File: src/rtl/graph_mem_arbiter_pkg.sv
// graph_mem_pkg: shared types and constants for the graph memory arbiter.
//   req_kind_e  - request class (row-index read / edge-data read)
//   mem_tag_t   - in-flight read tag {valid, issuing processor ID}
//   MEM_LAT_DEFAULT - default memory read latency in cycles
package graph_mem_pkg;

  localparam int MEM_LAT_DEFAULT = 2;
  // Tag ID field is sized for the widest supported PROC_BITS.
  localparam int TAG_ID_W = 8;

  typedef enum logic {
    KIND_IDX  = 1'b0,
    KIND_DATA = 1'b1
  } req_kind_e;

  typedef struct packed {
    logic                valid;
    logic [TAG_ID_W-1:0] id;
  } mem_tag_t;

endpackage

File: src/rtl/graph_mem_arbiter_if.sv
// graph_mem_arbiter_if: bundles the processor-side request/response lanes and
// the graph_memory address/data lines.
//   slave  - the arbiter (takes requests and memory data, drives the rest)
//   master - the surroundings (processor array + memory)
interface graph_mem_arbiter_if #(
  parameter int NUM_PROC  = 4,
  parameter int PROC_BITS = 4
);
  logic [NUM_PROC-1:0]        req_valid_in;
  logic [NUM_PROC-1:0]        req_kind_in;
  logic [NUM_PROC-1:0][31:0]  req_addr_in;
  logic [NUM_PROC-1:0]        req_ready_out;
  logic [NUM_PROC-1:0]        resp_valid_out;
  logic [NUM_PROC-1:0]        resp_kind_out;
  logic [NUM_PROC-1:0][31:0]  resp_data_out;
  logic [31+PROC_BITS:0]      idx_addr_out;
  logic                       idx_valid_out;
  logic [31+PROC_BITS:0]      data_addra_out;
  logic [31+PROC_BITS:0]      data_addrb_out;
  logic                       data_valida_out;
  logic                       data_validb_out;
  logic [31:0]                rowidx_in;
  logic [31:0]                data_a_in;
  logic [31:0]                data_b_in;

  modport slave (
    input  req_valid_in, req_kind_in, req_addr_in, rowidx_in, data_a_in, data_b_in,
    output req_ready_out, resp_valid_out, resp_kind_out, resp_data_out,
           idx_addr_out, idx_valid_out, data_addra_out, data_addrb_out,
           data_valida_out, data_validb_out
  );

  modport master (
    output req_valid_in, req_kind_in, req_addr_in, rowidx_in, data_a_in, data_b_in,
    input  req_ready_out, resp_valid_out, resp_kind_out, resp_data_out,
           idx_addr_out, idx_valid_out, data_addra_out, data_addrb_out,
           data_valida_out, data_validb_out
  );
endinterface

File: src/rtl/graph_mem_arbiter_rr_picker.sv
// rr_picker: combinational round-robin find-first-set.
//   mask    - request bits
//   ptr     - search start position (< N)
//   gnt_vld - some bit of mask is set
//   gnt_idx - first set position at or after ptr, wrapping
module rr_picker #(
  parameter int N = 4,
  parameter int W = 4
) (
  input  logic [N-1:0] mask,
  input  logic [W-1:0] ptr,
  output logic         gnt_vld,
  output logic [W-1:0] gnt_idx
);
  // Rotate so that bit 0 of rot corresponds to position ptr.
  logic [2*N-1:0] rot;
  assign rot = {mask, mask} >> ptr;

  always_comb begin
    int j;
    j       = 0;
    gnt_vld = 1'b0;
    gnt_idx = '0;
    // Walk downward so the smallest offset from ptr wins.
    for (int i = N-1; i >= 0; i--) begin
      if (rot[i]) begin
        j = int'(ptr) + i;
        if (j >= N) j = j - N;
        gnt_vld = 1'b1;
        gnt_idx = W'(j);
      end
    end
  end
endmodule

File: src/rtl/graph_mem_arbiter.sv
// graph_mem_arbiter: shares one graph_memory (1 row-index port, 2 data ports,
// fixed MEM_LAT read latency) among NUM_PROC processors.
//   clk_in, rst_in - clock, async active-low reset
//   bus (slave)    - request/response lanes and memory address/data lines
// Per cycle: one round-robin idx grant, two round-robin data grants (A, B).
// Issued reads are tracked by {valid, id} tags; the tag leaving the pipe
// steers the matching memory word into that processor's response register.
module graph_mem_arbiter
  import graph_mem_pkg::*;
#(
  parameter int NUM_PROC  = 4,
  parameter int PROC_BITS = 4,
  parameter int MEM_LAT   = MEM_LAT_DEFAULT
) (
  input  logic clk_in,
  input  logic rst_in,
  graph_mem_arbiter_if.slave bus
);
  localparam int AW = 32 + PROC_BITS;

  function automatic logic [PROC_BITS-1:0] nxt(input logic [PROC_BITS-1:0] i);
    return (i == PROC_BITS'(NUM_PROC-1)) ? '0 : i + 1'b1;
  endfunction

  function automatic logic [AW-1:0] mk_addr(input logic [PROC_BITS-1:0] id,
                                            input logic [NUM_PROC-1:0][31:0] a);
    logic [31:0] w;
    w = '0;
    for (int p = 0; p < NUM_PROC; p++)
      if (PROC_BITS'(p) == id) w = a[p];
    return {id, w};
  endfunction

  logic [NUM_PROC-1:0]  idx_mask, dat_mask, b_mask, rdy;
  logic [PROC_BITS-1:0] idx_ptr_q, idx_ptr_d, dat_ptr_q, dat_ptr_d, b_ptr;
  logic                 idx_gv, a_gv, b_gv, idx_go, a_go, b_go;
  logic [PROC_BITS-1:0] idx_gi, a_gi, b_gi;
  logic [AW-1:0]        idx_addr_q, idx_addr_d, a_addr_q, a_addr_d, b_addr_q, b_addr_d;

  assign idx_mask = bus.req_valid_in & ~bus.req_kind_in;
  assign dat_mask = bus.req_valid_in &  bus.req_kind_in;
  // Port B searches after the A grantee with A removed, so it never wraps onto A.
  assign b_mask   = dat_mask & ~(NUM_PROC'(1) << a_gi);
  assign b_ptr    = nxt(a_gi);

  rr_picker #(.N(NUM_PROC), .W(PROC_BITS)) u_pick_idx (
    .mask(idx_mask), .ptr(idx_ptr_q), .gnt_vld(idx_gv), .gnt_idx(idx_gi));
  rr_picker #(.N(NUM_PROC), .W(PROC_BITS)) u_pick_a (
    .mask(dat_mask), .ptr(dat_ptr_q), .gnt_vld(a_gv), .gnt_idx(a_gi));
  rr_picker #(.N(NUM_PROC), .W(PROC_BITS)) u_pick_b (
    .mask(b_mask), .ptr(b_ptr), .gnt_vld(b_gv), .gnt_idx(b_gi));

  // No grant may leave while reset is held.
  assign idx_go = idx_gv & rst_in;
  assign a_go   = a_gv   & rst_in;
  assign b_go   = b_gv   & rst_in;

  always_comb begin
    rdy = '0;
    if (idx_go) rdy = rdy | (NUM_PROC'(1) << idx_gi);
    if (a_go)   rdy = rdy | (NUM_PROC'(1) << a_gi);
    if (b_go)   rdy = rdy | (NUM_PROC'(1) << b_gi);
  end

  always_comb begin
    idx_ptr_d  = idx_go ? nxt(idx_gi) : idx_ptr_q;
    dat_ptr_d  = b_go ? nxt(b_gi) : (a_go ? nxt(a_gi) : dat_ptr_q);
    idx_addr_d = idx_go ? mk_addr(idx_gi, bus.req_addr_in) : idx_addr_q;
    a_addr_d   = a_go   ? mk_addr(a_gi,   bus.req_addr_in) : a_addr_q;
    b_addr_d   = b_go   ? mk_addr(b_gi,   bus.req_addr_in) : b_addr_q;
  end

  // Addresses pass through combinationally on a grant, else show the last one.
  assign bus.req_ready_out   = rdy;
  assign bus.idx_addr_out    = idx_addr_d;
  assign bus.data_addra_out  = a_addr_d;
  assign bus.data_addrb_out  = b_addr_d;
  assign bus.idx_valid_out   = idx_go;
  assign bus.data_valida_out = a_go;
  assign bus.data_validb_out = b_go;

  // Tag pipes: index 0 = idx port, 1 = data A, 2 = data B.
  mem_tag_t            tag_q [3][MEM_LAT];
  mem_tag_t            tag_d [3][MEM_LAT];
  mem_tag_t            tag_new [3];
  logic [2:0][31:0]    mem_word;

  assign mem_word = {bus.data_b_in, bus.data_a_in, bus.rowidx_in};

  always_comb begin
    tag_new[0] = '{valid: idx_go, id: TAG_ID_W'(idx_gi)};
    tag_new[1] = '{valid: a_go,   id: TAG_ID_W'(a_gi)};
    tag_new[2] = '{valid: b_go,   id: TAG_ID_W'(b_gi)};
    for (int s = 0; s < 3; s++) begin
      tag_d[s][0] = tag_new[s];
      for (int i = 1; i < MEM_LAT; i++) tag_d[s][i] = tag_q[s][i-1];
    end
  end

  logic [NUM_PROC-1:0]       resp_vld_q, resp_vld_d, resp_kind_q, resp_kind_d;
  logic [NUM_PROC-1:0][31:0] resp_data_q, resp_data_d;

  // Fixed latency plus one grant per requester means at most one tag hit per lane.
  always_comb begin
    resp_vld_d  = '0;
    resp_kind_d = resp_kind_q;
    resp_data_d = resp_data_q;
    for (int p = 0; p < NUM_PROC; p++) begin
      for (int s = 0; s < 3; s++) begin
        if (tag_q[s][MEM_LAT-1].valid && tag_q[s][MEM_LAT-1].id == TAG_ID_W'(p)) begin
          resp_vld_d[p]  = 1'b1;
          resp_kind_d[p] = (s == 0) ? KIND_IDX : KIND_DATA;
          resp_data_d[p] = mem_word[s];
        end
      end
    end
  end

  assign bus.resp_valid_out = resp_vld_q;
  assign bus.resp_kind_out  = resp_kind_q;
  assign bus.resp_data_out  = resp_data_q;

  always_ff @(posedge clk_in or negedge rst_in) begin
    if (!rst_in) begin
      idx_ptr_q   <= '0;
      dat_ptr_q   <= '0;
      idx_addr_q  <= '0;
      a_addr_q    <= '0;
      b_addr_q    <= '0;
      resp_vld_q  <= '0;
      resp_kind_q <= '0;
      resp_data_q <= '0;
      for (int s = 0; s < 3; s++)
        for (int i = 0; i < MEM_LAT; i++) tag_q[s][i] <= '0;
    end else begin
      idx_ptr_q   <= idx_ptr_d;
      dat_ptr_q   <= dat_ptr_d;
      idx_addr_q  <= idx_addr_d;
      a_addr_q    <= a_addr_d;
      b_addr_q    <= b_addr_d;
      resp_vld_q  <= resp_vld_d;
      resp_kind_q <= resp_kind_d;
      resp_data_q <= resp_data_d;
      for (int s = 0; s < 3; s++)
        for (int i = 0; i < MEM_LAT; i++) tag_q[s][i] <= tag_d[s][i];
    end
  end
endmodule

File: src/flat_wrapper.sv
// flat-port wrapper written by rule: the top's interface ports become plain ports
module graph_mem_arbiter_flat import graph_mem_pkg::*;
#(
  parameter int NUM_PROC  = 4,
  parameter int PROC_BITS = 4,
  parameter int MEM_LAT   = MEM_LAT_DEFAULT
)
  (clk_in, rst_in, bus_req_valid_in, bus_req_kind_in, bus_req_addr_in, bus_rowidx_in, bus_data_a_in, bus_data_b_in, bus_req_ready_out, bus_resp_valid_out, bus_resp_kind_out, bus_resp_data_out, bus_idx_addr_out, bus_idx_valid_out, bus_data_addra_out, bus_data_addrb_out, bus_data_valida_out, bus_data_validb_out);
  graph_mem_arbiter_if #(.NUM_PROC(NUM_PROC), .PROC_BITS(PROC_BITS)) bus_i ();
  input  logic clk_in;
  input  logic rst_in;
  input wire logic [$bits(bus_i.req_valid_in)-1:0] bus_req_valid_in;
  input wire logic [$bits(bus_i.req_kind_in)-1:0] bus_req_kind_in;
  input wire logic [$bits(bus_i.req_addr_in)-1:0] bus_req_addr_in;
  input wire logic [$bits(bus_i.rowidx_in)-1:0] bus_rowidx_in;
  input wire logic [$bits(bus_i.data_a_in)-1:0] bus_data_a_in;
  input wire logic [$bits(bus_i.data_b_in)-1:0] bus_data_b_in;
  output wire logic [$bits(bus_i.req_ready_out)-1:0] bus_req_ready_out;
  output wire logic [$bits(bus_i.resp_valid_out)-1:0] bus_resp_valid_out;
  output wire logic [$bits(bus_i.resp_kind_out)-1:0] bus_resp_kind_out;
  output wire logic [$bits(bus_i.resp_data_out)-1:0] bus_resp_data_out;
  output wire logic [$bits(bus_i.idx_addr_out)-1:0] bus_idx_addr_out;
  output wire logic [$bits(bus_i.idx_valid_out)-1:0] bus_idx_valid_out;
  output wire logic [$bits(bus_i.data_addra_out)-1:0] bus_data_addra_out;
  output wire logic [$bits(bus_i.data_addrb_out)-1:0] bus_data_addrb_out;
  output wire logic [$bits(bus_i.data_valida_out)-1:0] bus_data_valida_out;
  output wire logic [$bits(bus_i.data_validb_out)-1:0] bus_data_validb_out;
  assign bus_i.req_valid_in = bus_req_valid_in;
  assign bus_i.req_kind_in = bus_req_kind_in;
  assign bus_i.req_addr_in = bus_req_addr_in;
  assign bus_i.rowidx_in = bus_rowidx_in;
  assign bus_i.data_a_in = bus_data_a_in;
  assign bus_i.data_b_in = bus_data_b_in;
  assign bus_req_ready_out = bus_i.req_ready_out;
  assign bus_resp_valid_out = bus_i.resp_valid_out;
  assign bus_resp_kind_out = bus_i.resp_kind_out;
  assign bus_resp_data_out = bus_i.resp_data_out;
  assign bus_idx_addr_out = bus_i.idx_addr_out;
  assign bus_idx_valid_out = bus_i.idx_valid_out;
  assign bus_data_addra_out = bus_i.data_addra_out;
  assign bus_data_addrb_out = bus_i.data_addrb_out;
  assign bus_data_valida_out = bus_i.data_valida_out;
  assign bus_data_validb_out = bus_i.data_validb_out;
  graph_mem_arbiter #(.NUM_PROC(NUM_PROC), .PROC_BITS(PROC_BITS), .MEM_LAT(MEM_LAT)) u_core (.clk_in(clk_in), .rst_in(rst_in), .bus(bus_i));
endmodule
File: config.mk
export PLATFORM = sky130hd
export DESIGN_NAME = graph_mem_arbiter_flat
export DESIGN_NICKNAME = d
export VERILOG_FILES = /design/src/rtl/graph_mem_arbiter_pkg.sv /design/src/rtl/graph_mem_arbiter_if.sv /design/src/rtl/graph_mem_arbiter_rr_picker.sv /design/src/rtl/graph_mem_arbiter.sv /design/src/flat_wrapper.sv
export SDC_FILE = /design/constraint.sdc
export NUM_CORES = 1
export LEC_CHECK = 0
export ABC_AREA = 1
export CELL_PAD_IN_SITES_DETAIL_PLACEMENT = 0
export CELL_PAD_IN_SITES_GLOBAL_PLACEMENT = 1
export CORE_MARGIN = 2
export CORE_UTILIZATION = 25
export DETAILED_ROUTE_END_ITERATION = 6
export PLACE_DENSITY_LB_ADDON = 0.08
export SLEW_MARGIN = 20
export SYNTH_ARGS = -nofsm -noshare
export SYNTH_HDL_FRONTEND = slang
export SYNTH_SLANG_ARGS = --single-unit
export TNS_END_PERCENT = 100
File: constraint.sdc
create_clock -name clk_in -period 7.3 [get_ports clk_in]
set_input_delay 1.095 -clock clk_in [delete_from_list [all_inputs] [get_ports clk_in]]
set_output_delay 1.095 -clock clk_in [all_outputs]
set_load 0.03 [all_outputs]
==> summary.txt <==
Status
  • Status: completed

STA
  • RSZ-0062 raised after global routing: false
  • Slew Viols, Final: 0
  • Hold Fails Final Rpt: 0
  • Slew Limit Headroom: around 33%
  • Clock Skew: about 0.028 ns
  • Actual slew at the worst max-slew pin: 1.01 ns
  • TNS Setup: 0 ns
  • Worst hold slack: around 0.34 ns
  • # setup viols final: 0
  • Period utilization: between 90 and 100%
  • Max frequency: between 100 and 150 MHz
  • Min Tclk post-route: roughly 6.8 ns

Routing
  • Number of routed nets with antenna violations: 0
  • Remaining routing DRC violations: 0
  • 1st-pass router iterations: 5
  • Routed vias/inst: between 5 and 6
  • Drt total wl: between 90,000 and 100,000 µm
  • Drt wl/cell: approximately 24 µm
  • DR iter-0 viols: between 1.5k and 2k
  • Vias: between 20k and 25k

Placed design
  • PortBufs: 484
  • Hpwl dp: 64,600 µm
  • Routability cong.: 0.881
  • DP Cell Count: between 3k and 4k

Synthesis
  • Synth Instances: around 2.6k
  • Post-synth top flop: dfrtp_1
  • Distinct cells, synth: 47
  • #FFs+latches synth: approximately 280
  • Seq/Total Area, Yosys: 37.7%
  • Synthesized net count: between 2k and 3k
  • Synth async-reset ratio: 100%
  • Cell Area, Synth: about 0.019 mm²
  • Average size of a mapped cell: ~7.1 µm²
  • Post-synth EDFFs: 0
  • Ys Warns: 0

Clock tree
  • Total clock sinks: about 280
  • CTS root buf: clkbuf_16
  • Max clock buf depth: 3
  • H-tree depth: 2
  • TritonCTS clock tree: done
  • Hold_buf cts: 0
  • TritonCTS Buffers: between 40 and 50
  • Clk_lat worst skew: ~0.58 ns
  • Clock transition at path regs: ~0.060 ns

Layout
  • Final std cells w/o fill: 4,029
  • Syn-to-layout area delta: 40.3%
  • Commonest cells after routing, fill and taps aside: nand2_1, clkdlybuf4s50_1, nand3_1
  • Storage cell area: 0.00706 mm²
  • Area taken by multi-input logic gates: a little under 0.01 mm²
  • Fin util: between 30% and 40%
  • Share of layout cells above drive strength 1: a little under a tenth
  • Commonest non-fill, non-tap cell in the layout: nand2_1
  • Fillers: a little under 8k
  • Total Nets Final: about 3.3k

Worst setup path
  • Worst path max stage delay: about 0.53 ns
  • CP Class: primary input to output pin
  • Worst Path Arrival: ~5.7 ns
  • Critical Path RT: 6.20 ns
  • Worst-path maximum fanout: 32
  • CP Capture Type: output pin
  • Reg2Reg Setup Slack: between 2 and 2.5 ns
  • CP max-delay cell: clkdlybuf4s50_1
  • Most frequent cell on the critical path: nand2_1
  • CP Launch Type: primary input

Global routing
  • Global route overflow: 0
  • GRT Overall Usage: 24.0%
  • Vias in the first global route: between 20k and 25k
  • Global-route wire length before repair: between 100,000 and 150,000 µm
  • Initial antenna violation count: 17
  • Largest net degree at the start of global routing: 95

Floorplanning
  • Row Count: 100
  • Die Ht: roughly 280 µm
  • Die Width: ~280 µm
  • Die area: between 0.07 and 0.08 mm²
  • # IOs: around 490
  • Core footprint: between 0.07 and 0.08 mm²
  • Initial Util: between 20% and 30%

Min path
  • Hold Path Class: flip-flop to flip-flop

Job
  • Max_cap viols: 0
## cell usage after synthesis (2+ instances only)
library cell / number / area share, %
inv_2: 12 / 0.24
nand3_2: 5 / 0.27
nor3_1: 7 / 0.19
nand4_1: 98 / 3.3
ha_1: 37 / 2.5
xnor2_1: 5 / 0.23
o221ai_1: 2 / 0.094
a21boi_0: 2 / 0.080
clkinv_1: 17 / 0.34
xor2_1: 8 / 0.37
nand2_1: 616 / 12
nand2_2: 13 / 0.43
nor2_4: 3 / 0.18
inv_4: 2 / 0.067
o211ai_1: 176 / 7.1
buf_1: 14 / 0.28
a31oi_1: 5 / 0.17
a21oi_1: 75 / 2.0
o22a_1: 6 / 0.28
mux2i_1: 25 / 1.3
a21oi_4: 2 / 0.17
o21a_1: 25 / 1.0
nand2_4: 3 / 0.18
inv_1: 237 / 4.8
a211oi_1: 32 / 1.3
o22ai_1: 2 / 0.067
nand3_1: 367 / 9.8
buf_2: 30 / 0.80
dfrtp_1: 282 / 38
or2_2: 5 / 0.17
nor2_2: 2 / 0.067
o21ai_1: 2 / 0.053
buf_6: 3 / 0.18
nor2_1: 132 / 2.6
o21ai_0: 209 / 5.6
buf_4: 11 / 0.44
clkbuf_1: 139 / 2.8
## final timing paths
kind	cells after the start	start	endpoint
worst max-delay path	30	bus_req_kind_in[3]	bus_data_addrb_out[25]
worst min register to register	0	u_core.tag_d[44]	u_core.tag_q[44]
worst max register to register	31	u_core.dat_ptr_q[1]	u_core.b_addr_q[14]
min in group asynchronous	1	rst_in	u_core.bus.resp_data_out[85]
max in group asynchronous	3	rst_in	u_core.a_addr_q[16]
worst min-delay path	0	u_core.tag_d[44]	u_core.tag_q[44]
## sequential cells by signal (all words and copies together) (netlist names)
signal and count:
u_core.tag_d 15, u_core.bus.resp_valid_out 4, u_core.a_addr_q 36, u_core.b_addr_q 36, u_core.tag_q 15, u_core.bus.resp_data_out 128
u_core.idx_addr_q 36, u_core.idx_ptr_q 4, u_core.bus.resp_kind_out 4, u_core.dat_ptr_q 4
## logic make-up after synthesis
family	after synthesis	share of synthesized area, %
XOR/XNOR	15	0.782
buffers and inverters	465	9.90
multiplexers	25	1.34
flip-flops	282	37.7
AND/OR/NAND/NOR	1253	29.7
AO/OA/AOI/OAI	544	18.1
adder cells (fa/ha/maj)	37	2.47
## per-layer routing
| layer | up-vias | GRT usage (%) | part of all wire [%] |
|---|---|---|---|
| met4 | 16 | 7.28 | 2.7 |
| met2 | 792 | 39.0 | 47 |
| met1 | 9995 | 32.4 | 44 |
| met5 | - | 0 | 0.099 |
| met3 | 137 | 4.34 | 6.4 |
| li1 | 9719 | - | - |
## critical path: cells and delay by family
family / cells / cell delay [ns]
and+or+nand+nor: 18 / 2.04
buffers and inverters: 9 / 1.83
adders and majority gates: 2 / 0.45
AOI/OAI and AO/OA: 1 / 0.28
## final cells by class
class	instances	share of cell area, %
diodes	9	0.0858
clock buffers	63	4.80
clock inverters	12	0.543
inverters	268	3.86
multi-input cells	1874	37.8
flip-flops and latches	282	26.9
well taps	969	4.62
repair buffers	552	21.3
## per-stage QoR
step | cell area [µm²] | worst slack, ns
after floorplan | 18700 | 1.34
after global placement | 24700 | 0.180
after detailed placement | 24700 | 0.344
after CTS | 26100 | 0.156
after global routing | 26200 | 0.00670
final | 26200 | 0.480
## what timing repair did
item,CTS,global route
gates resized for setup,0,11
buffers inserted,0,2
setup endpoints to repair,0,35
endpoints found under the hold margin,0,0
Power is left out: the tool's default activity adds up to more than one toggle a clock period on the data nets, which glitch-free logic cannot reach.
